===== config.mk =====
export PLATFORM = sky130hd
export DESIGN_NAME = i2c_bus_conditioner
export DESIGN_NICKNAME = d
export VERILOG_FILES = /design/src/rtl/pca_i2c_pkg.sv /design/src/rtl/i2c_glitch_filter.sv /design/src/rtl/i2c_bus_conditioner.sv
export SDC_FILE = /design/constraint.sdc
export NUM_CORES = 1
export LEC_CHECK = 0
export CORE_MARGIN = 3
export CORE_UTILIZATION = 48
export DETAILED_ROUTE_END_ITERATION = 12
export PLACE_DENSITY = 0.7
export RECOVER_POWER = 50
export SYNTH_ARGS = -nofsm -noshare
export SYNTH_HDL_FRONTEND = slang
export SYNTH_SLANG_ARGS = --single-unit

===== constraint.sdc =====
create_clock -name clk_i -period 1.77 [get_ports clk_i]
set_clock_uncertainty 0.15 [all_clocks]
set_input_delay 0.354 -clock clk_i [delete_from_list [all_inputs] [get_ports clk_i]]
set_output_delay 0.354 -clock clk_i [all_outputs]
set_load 0.005 [all_outputs]

===== src/rtl/pca_i2c_pkg.sv =====
// Shared I2C constants and event decode used by the bus conditioner and its neighbours.
package pca_i2c_pkg;

   localparam logic        I2C_IDLE_LEVEL     = 1'b1;
   localparam int unsigned SYNC_STAGES_DEF    = 2;
   localparam int unsigned FILTER_CYCLES_DEF  = 4;
   localparam int unsigned TIMEOUT_CYCLES_DEF = 25000;

   typedef struct packed {
      logic scl_rise;
      logic scl_fall;
      logic start;
      logic stop;
   } i2c_evt_t;

   // START/STOP only count when SCL was high on both sides of the SDA edge.
   function automatic i2c_evt_t detect_events(input logic scl, input logic scl_prev,
                                              input logic sda, input logic sda_prev);
      i2c_evt_t evt;
      logic     scl_stable_hi;
      scl_stable_hi = scl & scl_prev;
      evt.scl_rise  = scl & ~scl_prev;
      evt.scl_fall  = ~scl & scl_prev;
      evt.start     = scl_stable_hi & sda_prev & ~sda;
      evt.stop      = scl_stable_hi & ~sda_prev & sda;
      return evt;
   endfunction

endpackage


===== src/rtl/i2c_glitch_filter.sv =====
// One I2C line: flop-only synchroniser followed by a stable-count glitch filter.
module i2c_glitch_filter
   import pca_i2c_pkg::*;
#(
   parameter int unsigned SYNC_STAGES   = SYNC_STAGES_DEF,
   parameter int unsigned FILTER_CYCLES = FILTER_CYCLES_DEF
) (
   input  logic clk_i,
   input  logic rst_ni,
   input  logic line_i,
   output logic line_o
);

   localparam int unsigned          CNT_W    = $clog2(FILTER_CYCLES + 1);
   localparam logic [CNT_W-1:0]     CNT_LAST = CNT_W'(FILTER_CYCLES - 1);

   logic [SYNC_STAGES-1:0] sync_q, sync_d;
   logic                   filt_q, filt_d;
   logic [CNT_W-1:0]       cnt_q, cnt_d;

   // Shift the pad into the chain and count how long the synced level disagrees.
   always_comb begin
      sync_d = {sync_q[SYNC_STAGES-2:0], line_i};
      filt_d = filt_q;
      cnt_d  = {CNT_W{1'b0}};
      if (sync_q[SYNC_STAGES-1] == filt_q) begin
         cnt_d = {CNT_W{1'b0}};
      end else if (cnt_q == CNT_LAST) begin
         filt_d = ~filt_q;
         cnt_d  = {CNT_W{1'b0}};
      end else begin
         cnt_d = cnt_q + CNT_W'(1);
      end
   end

   // State registers; everything resets to an idle (high) bus.
   always_ff @(posedge clk_i or negedge rst_ni) begin
      if (!rst_ni) begin
         sync_q <= {SYNC_STAGES{I2C_IDLE_LEVEL}};
         filt_q <= I2C_IDLE_LEVEL;
         cnt_q  <= {CNT_W{1'b0}};
      end else begin
         sync_q <= sync_d;
         filt_q <= filt_d;
         cnt_q  <= cnt_d;
      end
   end

   assign line_o = filt_q;

endmodule


===== src/rtl/i2c_bus_conditioner.sv =====
// Cleans raw SCL/SDA and emits edge, START/STOP, busy and timeout qualifiers.
// Optional SCL-low bus timeout is compiled in with I2C_BUS_TIMEOUT_EN.
module i2c_bus_conditioner
   import pca_i2c_pkg::*;
#(
   parameter int unsigned SYNC_STAGES    = SYNC_STAGES_DEF,
   parameter int unsigned FILTER_CYCLES  = FILTER_CYCLES_DEF,
   parameter int unsigned TIMEOUT_CYCLES = TIMEOUT_CYCLES_DEF
) (
   input  logic clk_i,
   input  logic rst_ni,
   input  logic scl_i,
   input  logic sda_i,
   output logic scl_o,
   output logic sda_o,
   output logic scl_rise_o,
   output logic scl_fall_o,
   output logic start_o,
   output logic stop_o,
   output logic busy_o,
   output logic timeout_o
);

   logic     scl_s, sda_s;
   logic     scl_prev_q, sda_prev_q;
   i2c_evt_t evt_q, evt_d;
   logic     busy_q, busy_d;
   logic     timeout_q, timeout_s;

   i2c_glitch_filter #(
      .SYNC_STAGES   (SYNC_STAGES),
      .FILTER_CYCLES (FILTER_CYCLES)
   ) u_scl_filter (
      .clk_i  (clk_i),
      .rst_ni (rst_ni),
      .line_i (scl_i),
      .line_o (scl_s)
   );

   i2c_glitch_filter #(
      .SYNC_STAGES   (SYNC_STAGES),
      .FILTER_CYCLES (FILTER_CYCLES)
   ) u_sda_filter (
      .clk_i  (clk_i),
      .rst_ni (rst_ni),
      .line_i (sda_i),
      .line_o (sda_s)
   );

`ifdef I2C_BUS_TIMEOUT_EN
   localparam int unsigned      TO_W   = $clog2(TIMEOUT_CYCLES + 1);
   localparam logic [TO_W-1:0]  TO_MAX = TO_W'(TIMEOUT_CYCLES);

   logic [TO_W-1:0] to_cnt_q, to_cnt_d;

   // Count SCL-low cycles while busy; saturate so a stuck bus pulses only once.
   always_comb begin
      to_cnt_d = to_cnt_q;
      if (!busy_q || scl_s) begin
         to_cnt_d = {TO_W{1'b0}};
      end else if (to_cnt_q == TO_MAX) begin
         to_cnt_d = to_cnt_q;
      end else begin
         to_cnt_d = to_cnt_q + TO_W'(1);
      end
      timeout_s = (to_cnt_d == TO_MAX) && (to_cnt_q != TO_MAX);
   end

   // Timeout counter register.
   always_ff @(posedge clk_i or negedge rst_ni) begin
      if (!rst_ni) begin
         to_cnt_q <= {TO_W{1'b0}};
      end else begin
         to_cnt_q <= to_cnt_d;
      end
   end
`else
   // The parameter stays referenced so both builds share one interface.
   assign timeout_s = 1'b0 & (TIMEOUT_CYCLES == 32'd0);
`endif

   // Decode events from the filtered levels against their previous-cycle copies.
   always_comb begin
      evt_d  = detect_events(scl_s, scl_prev_q, sda_s, sda_prev_q);
      busy_d = busy_q;
      if (evt_d.start) begin
         busy_d = 1'b1;
      end else if (evt_d.stop || timeout_s) begin
         busy_d = 1'b0;
      end else begin
         busy_d = busy_q;
      end
   end

   // Registered strobes, busy flag and previous-level copies.
   always_ff @(posedge clk_i or negedge rst_ni) begin
      if (!rst_ni) begin
         scl_prev_q <= I2C_IDLE_LEVEL;
         sda_prev_q <= I2C_IDLE_LEVEL;
         evt_q      <= 4'b0000;
         busy_q     <= 1'b0;
         timeout_q  <= 1'b0;
      end else begin
         scl_prev_q <= scl_s;
         sda_prev_q <= sda_s;
         evt_q      <= evt_d;
         busy_q     <= busy_d;
         timeout_q  <= timeout_s;
      end
   end

   assign scl_o      = scl_s;
   assign sda_o      = sda_s;
   assign scl_rise_o = evt_q.scl_rise;
   assign scl_fall_o = evt_q.scl_fall;
   assign start_o    = evt_q.start;
   assign stop_o     = evt_q.stop;
   assign busy_o     = busy_q;
   assign timeout_o  = timeout_q;

endmodule


# == Word-level counts from Yosys, hierarchy flattened ==
# Index checks and enable logic that the tools add are counted.
# classes
bitwise,13
reduce_logical,3
addsub,2
eq_ne,4
muxes,6
# op_table
cell,n
two-way mux 3 bit,4
AND 1 bit,7
adder 3 x 1 -> 3 bit (second input constant),2
== test 3 x 2 -> 1 bit (second input constant),2
NOT 1 bit,6
AND reduction 2 bit,2
== test 1 bit,2
two-way mux 1 bit,2
nonzero test 2 bit,1
# word_totals
elab_cells,41
inputBits,4
output_inout_bits,8
regBits,19

# == Logic depth before layout (Yosys ltp) ==
# Gate-level depths: netlist of run 1.
# depth
depth_word,5
ltp_mapped,4
ltp_nobuf,4

# == Modules after synthesis ==
# From an unflattened synthesis of run 1, not the netlist that was laid out.
# unflattened
hier_cells,44
area_unflattened_um2,676.9
# by_module_without_submodules
mod,instances,seq_area_each_um2,cells_per_inst,area_per_inst_um2
i2c_glitch_filter,2,153.9,13,220.2
i2c_bus_conditioner,1,177.7,18,236.5

# == Least setup slack after synthesis of run 1 ==
# No wires, ideal clock.
# synth_timing
path_type,flip-flop to flip-flop
startpoint,register u_scl_filter.cnt_q[0]
endpoint,register u_scl_filter.filt_q (netlist: u_scl_filter.line_o)
t_arrival_ns,1.007
path_slack_ns,0.528
path_stages_with_launch,4
required_ns,1.535
n_path_buf,0
synth_period_minus_slack_ns,1.242
cell_sequence,dfrtp_1 ha_1 nor2b_2 mux2_1
# synth_between
elab_chain_len,2
# synth_rtl
element,line_no,rtl
start: declaration,i2c_glitch_filter.sv:19,"logic [CNT_W-1:0] cnt_q, cnt_d;"
start signal: assignment,i2c_glitch_filter.sv:41,cnt_q <= {CNT_W{1'b0}};
start signal: assignment,i2c_glitch_filter.sv:45,cnt_q <= cnt_d;
== test 3 x 2 -> 1 bit,i2c_glitch_filter.sv:28,end else if (cnt_q == CNT_LAST) begin
AND reduction 2 bit (no source line),--,
end signal: assignment,i2c_glitch_filter.sv:44,filt_q <= filt_d;
end: declaration,i2c_glitch_filter.sv:18,"logic filt_q, filt_d;"
# No other way between the ends.
# A chain may end at the register's enable or synchronous reset.

# == Worst setup path in the final report of run 1 ==
# layout_timing
startpoint,register busy_q (netlist: busy_o)
endpoint,output busy_o
# layout_rtl
element,line_no,rtl
start: declaration,i2c_bus_conditioner.sv:27,"logic busy_q, busy_d;"
start signal: assignment,i2c_bus_conditioner.sv:107,busy_q <= busy_d;
end: declaration,i2c_bus_conditioner.sv:20,"output logic busy_o,"
# No word-level cell between the ends.

==> impl_metrics.ini, run 1 <==
[clock_tree]
cts_tree = built
clock-sinks = 19
cts_buffer_depth = 2
cts_root_buf = clkbuf_4
cts_buffers = 3
clkLatencyLatePin_ps = 290
holdBufCountCts = 0
htreeDepth = 1
path_clk_slew_ps = 90

[sta]
fmax_ghz = 0.6035
setup_violations = 0
fin_setup_tns_ps = 0
max_slew_margin = 0.3862
post-route-period-util = 0.9361
maxSlewViolCount = 0
hold_viol = 0
rsz0062_at_grt = false
period_needed_ps = 1657
tightest_slew_ps = 920.7

[routing]
viasPerCell = 4.947
drtIter0Drc = 0
num_vias = 371
wirelength_um = 949
drc = 0
drt-pass1-iter-count = 1
wl_per_cell_um = 12.65
ant_nets = 0

[pwr]
power_mw = 1.240
power_leakage_nw = 0.3688
peakVddDrop_mv = 0.6893
powerDensity_nw_per_um2 = 1520

[worst_setup_path]
crit_family = buffers and inverters
required_ps = 1270
cp_max_fo = 2
end_kind = primary output
worst-path-buf-inv = 1
cpPeakStageDelay_ps = 500
path_cells = clkdlybuf4s50_1
path_class = reg -> out
cp_slowest_cell = clkdlybuf4s50_1
cp-start-kind = flip-flop
arrival_ps = 1150

[synth]
synth_seq_area_share = 0.7335
ys_ff_latch = 19
synth.distinct_cells = 19
synthesis.area_um2 = 661.9
synth_nets = 51
yosysWarnings = 0
syn_area_per_cell_um2 = 14.71
syn_inst = 45

[min_path]
min_path_type = reg -> reg

[place]
place_hpwl_um = 720.1
port_buffers = 10
finalWeightedCongestion = 0.6941

[die]
fp.dieW_um = 43.14
die_h_um = 43.14
io_pins = 12
dieArea_um2 = 1861
std_cell_rows = 12
start_util = 0.5510
coreArea_um2 = 1201

[run_status]
outcome = finished, final reports clean

[layout]
drive_gt1_frac = 0.2459
final_nets = 68
antenna_cells = 0
final_common_cell = dfrtp_1
final_cell_mix = dfrtp_1, dfstp_2, clkdlybuf4s50_1
fill_cells = 86
area_growth_pct = 23.25

[global_route]
antenna_found_initial = 0
grt_overflow = 0
grt_pass1_wl_mm = 1.642
grt.total_usage = 0.1303
grt_max_degree = 20
grt_pass1_vias = 384

[job]
maxCapViolCount = 0
registers in the layout, summed over array words and instances (netlist names):
register,cells
scl_fall_o,1
start_o,1
sda_prev_q,1
scl_rise_o,1
u_scl_filter.line_o,1
u_sda_filter.line_o,1
stop_o,1
u_scl_filter.sync_q,2
scl_prev_q,1
busy_o,1
u_scl_filter.cnt_q,3
u_sda_filter.sync_q,2
u_sda_filter.cnt_q,3
per-layer routing:
layer / up-vias / wire [µm] / GRT usage
met5: - / 0 / 0
met4: 0 / 29 / 0.1084
met3: 4 / 64 / 0.05085
met2: 13 / 471 / 0.2006
met1: 172 / 383 / 0.1370
li1: 182 / - / -
through the flow:
stage | util | instance area [µm²] | std cells | setup WS [ps] | hold WS (ps)
after floorplan | - | 661.9 | 45 | 528.1 | -91.59
after global placement | 0.6490 | 779.5 | 69 | 187.9 | 196.1
after detailed placement | 0.6490 | 779.5 | 69 | 165.2 | 198.8
after CTS | 0.6823 | 819.5 | 75 | 90.03 | 213.5
after global routing | 0.6792 | 815.8 | 75 | 69.59 | 224.6
final | 0.6792 | 815.8 | 75 | 113.1 | 215.3
cell usage after synthesis:
master,number,area share
ha_1,2,0.038
inv_1,1,0.0057
buf_4,1,0.011
nor2b_1,2,0.019
nor2b_2,1,0.013
and2b_1,1,0.011
o21ai_1,1,0.0076
nor2_1,1,0.0057
o31ai_1,1,0.011
nor3b_1,4,0.045
dfstp_2,8,0.32
nor3_1,3,0.023
conb_1,1,0.0057
xnor2_1,2,0.026
o21ai_0,1,0.0076
nand2_1,2,0.011
mux2_1,1,0.017
nand3_1,1,0.0076
dfrtp_1,11,0.42
power breakdown:
| group | internal [mW] | switching (mW) |
|---|---|---|
| combinational | 0.215 | 0.163 |
| sequential | 0.594 | 0.0643 |
| clock | 0.0840 | 0.119 |
| total | 0.893 | 0.347 |
kinds of logic after synthesis:
family / synth area share
compound gates: 0.02645
xor+xnor: 0.02647
fa+ha+maj: 0.03780
buf+inv: 0.01701
flops: 0.7335
mux: 0.01701
other cells: 0.005666
simple gates: 0.1361
path summary, 6_finish.rpt:
kind	start	to	slack (ps)	cells after the start
setup reg to reg	u_sda_filter.line_o	busy_o	440	4
setup / recovery	busy_o	busy_o	110	1
hold reg to reg	u_scl_filter.sync_q[0]	u_scl_filter.sync_q[1]	220	0
min in group asynchronous	rst_ni	stop_o	560	2
max in group asynchronous	rst_ni	scl_rise_o	360	2
hold / removal	u_scl_filter.sync_q[0]	u_scl_filter.sync_q[1]	220	0
timing repair:
action / in CTS / in global routing
setup endpoints to repair: 2 / 0
setup buffers: 2 / 0
gates resized for setup: 2 / 0
cell type report:
| type | instances | area (µm²) | area share |
|---|---|---|---|
| clock buffers | 3 | 22.52 | 0.02761 |
| inverters | 1 | 3.754 | 0.004601 |
| repair buffers | 13 | 116.4 | 0.1426 |
| multi-input cells | 24 | 165.2 | 0.2025 |
| well taps | 14 | 17.52 | 0.02147 |
| flip-flops and latches | 19 | 485.5 | 0.5951 |
| clock inverters | 1 | 5.005 | 0.006135 |
No activity file was read; power rests on OpenSTA's default activity.
==> run 2: changes to the inputs <==
==> constraint.sdc (replaced) <==
create_clock -name clk_i -period 1.9 [get_ports clk_i]
set_clock_uncertainty 0.15 [all_clocks]
set_input_delay 0.38 -clock clk_i [delete_from_list [all_inputs] [get_ports clk_i]]
set_output_delay 0.38 -clock clk_i [all_outputs]
set_load 0.005 [all_outputs]
==> run 2 against run 1 <==
- core utilization increased by 0.63 points
- sequential power decreased by 6.8%
- sequential cell count unchanged
- highest routed layer unchanged
- global-route usage is the same
- combinational power shrank 4%
- largest power group unchanged
==> impl_metrics.ini, run 2 (synthesized netlist as in run 1, its figures left out) <==
[clock_tree]
holdBufCountCts = 0
cts_tree = built
cts_root_buf = clkbuf_4
cts_buffer_depth = 2
path_clk_slew_ps = 90
clkLatencyLatePin_ps = 290
clock-sinks = 19
cts_buffers = 3
htreeDepth = 1

[worst_setup_path]
required_ps = 1370
path_cells = clkdlybuf4s50_1
cp-start-kind = flip-flop
r2r_start = u_sda_filter.line_o
crit_family = buffers and inverters
cp_slowest_cell = clkdlybuf4s50_1
arrival_ps = 1150
crit_path_start = busy_o
path_class = reg -> out
cp_max_fo = 2
worst-path-buf-inv = 1
end_kind = primary output
cpPeakStageDelay_ps = 500

[layout]
final_nets = 68
fin_util = 0.6854
area_growth_pct = 24.39
seqCellArea_um2 = 485.5
drive_gt1_frac = 0.2459
final_cell_mix = dfrtp_1, dfstp_2, clkdlybuf4s50_1
finalNonFillerCells = 75
antenna_cells = 0
fill_cells = 85
top_regs = u_scl_filter.cnt_q: 3 flops, u_sda_filter.cnt_q: 3 flops
multi_input_area_um2 = 165.2
final_common_cell = dfrtp_1

[sta]
setup_violations = 0
post-route-period-util = 0.8859
tightest_slew_ps = 920.8
fmax_ghz = 0.5941
max_slew_margin = 0.3861
fin_setup_tns_ps = 0
rsz0062_at_grt = false
maxSlewViolCount = 0
hold_viol = 0
fin_ws_ps = 216.7
period_needed_ps = 1683

[routing]
ant_nets = 0
drtIter0Drc = 0
wl_per_cell_um = 12.68
num_vias = 371
drc = 0
viasPerCell = 4.947
wirelength_um = 951
drt-pass1-iter-count = 1

[min_path]
min_path_type = reg -> reg
hp-start = u_scl_filter.sync_q[0]

[place]
port_buffers = 10
place_hpwl_um = 720.1
finalWeightedCongestion = 0.6941
dp_cells = 69
dp_slack_ps = 269.2

[die]
fp.dieW_um = 43.14
dieArea_um2 = 1861
die_h_um = 43.14
io_pins = 12
coreArea_um2 = 1201
start_util = 0.5510
std_cell_rows = 12

[job]
maxCapViolCount = 0

[pwr]
combPwrFrac = 0.310
switching_share = 0.2782
power_mw = 1.163
powerDensity_nw_per_um2 = 1413
p_int_mw = 0.8398
power.switching_mw = 0.3237
peakVddDrop_mv = 0.6519
p_seq_frac = 0.527
power.share.clock = 0.163
power_leakage_nw = 0.3876

[global_route]
grt_pass1_vias = 384
grt.total_usage = 0.1303
antenna_found_initial = 0
grt_pass1_wl_mm = 1.642
grt_max_degree = 20
grt_overflow = 0

[run_status]
outcome = finished, final reports clean
## run 2: worst register-to-register path, stage by stage (launching register included)
cell and delay, ps:
dfstp_2 540, buf_4 130, inv_1 60, o31ai_1 230
o21ai_1 110
## run 2: repair_timing
item                                    in CTS  in global routing
cloned                                       0                  0
resized for setup                            0                  2
endpoints found under the setup margin       2                  2
setup buffers                                2                  0
## run 2: area by class of cell
class                           count  area share
Clock inverter                      1    0.006079
Timing Repair Buffer               13      0.1505
Multi-Input combinational cell     24      0.2006
Clock buffer                        3     0.02736
Sequential cell                    19      0.5897
Tap cell                           14     0.02128
Inverter                            1    0.004559
## run 2: power groups by stage
stage	Combinational [mW]	Sequential [mW]	Clock, mW
5_1_grt	0.397	0.625	0.229
3_3_place_gp	0.297	0.636	0
3_5_place_dp	0.319	0.653	0
4_1_cts	0.377	0.617	0.203
6_report	0.361	0.613	0.190
2_1_floorplan	0.142	0.638	0
## run 2: metrics by stage
step / hold WS [ps] / area, µm²
2_1_floorplan: -65.59 / 661.9
3_3_place_gp: 196.1 / 779.5
3_5_place_dp: 198.8 / 779.5
4_1_cts: 213.5 / 822.0
5_1_grt: 224.6 / 823.3
6_report: 215.3 / 823.3
## run 2: final timing paths
path / endpoint / slack (ps) / cells after the start
setup / recovery: busy_o / 220 / 1
hold / removal: u_scl_filter.sync_q[1] / 220 / 0
setup reg to reg: busy_o / 570 / 4
hold reg to reg: u_scl_filter.sync_q[1] / 220 / 0
max in group asynchronous: scl_rise_o / 460 / 2
min in group asynchronous: stop_o / 580 / 2
## run 2: routing by layer
| metal | track usage | part of all wire | up-vias |
|---|---|---|---|
| li1 | - | - | 182 |
| met5 | 0 | 0 | - |
| met4 | 0.1084 | 0.030 | 0 |
| met3 | 0.05085 | 0.069 | 4 |
| met1 | 0.1370 | 0.40 | 172 |
| met2 | 0.2006 | 0.50 | 13 |
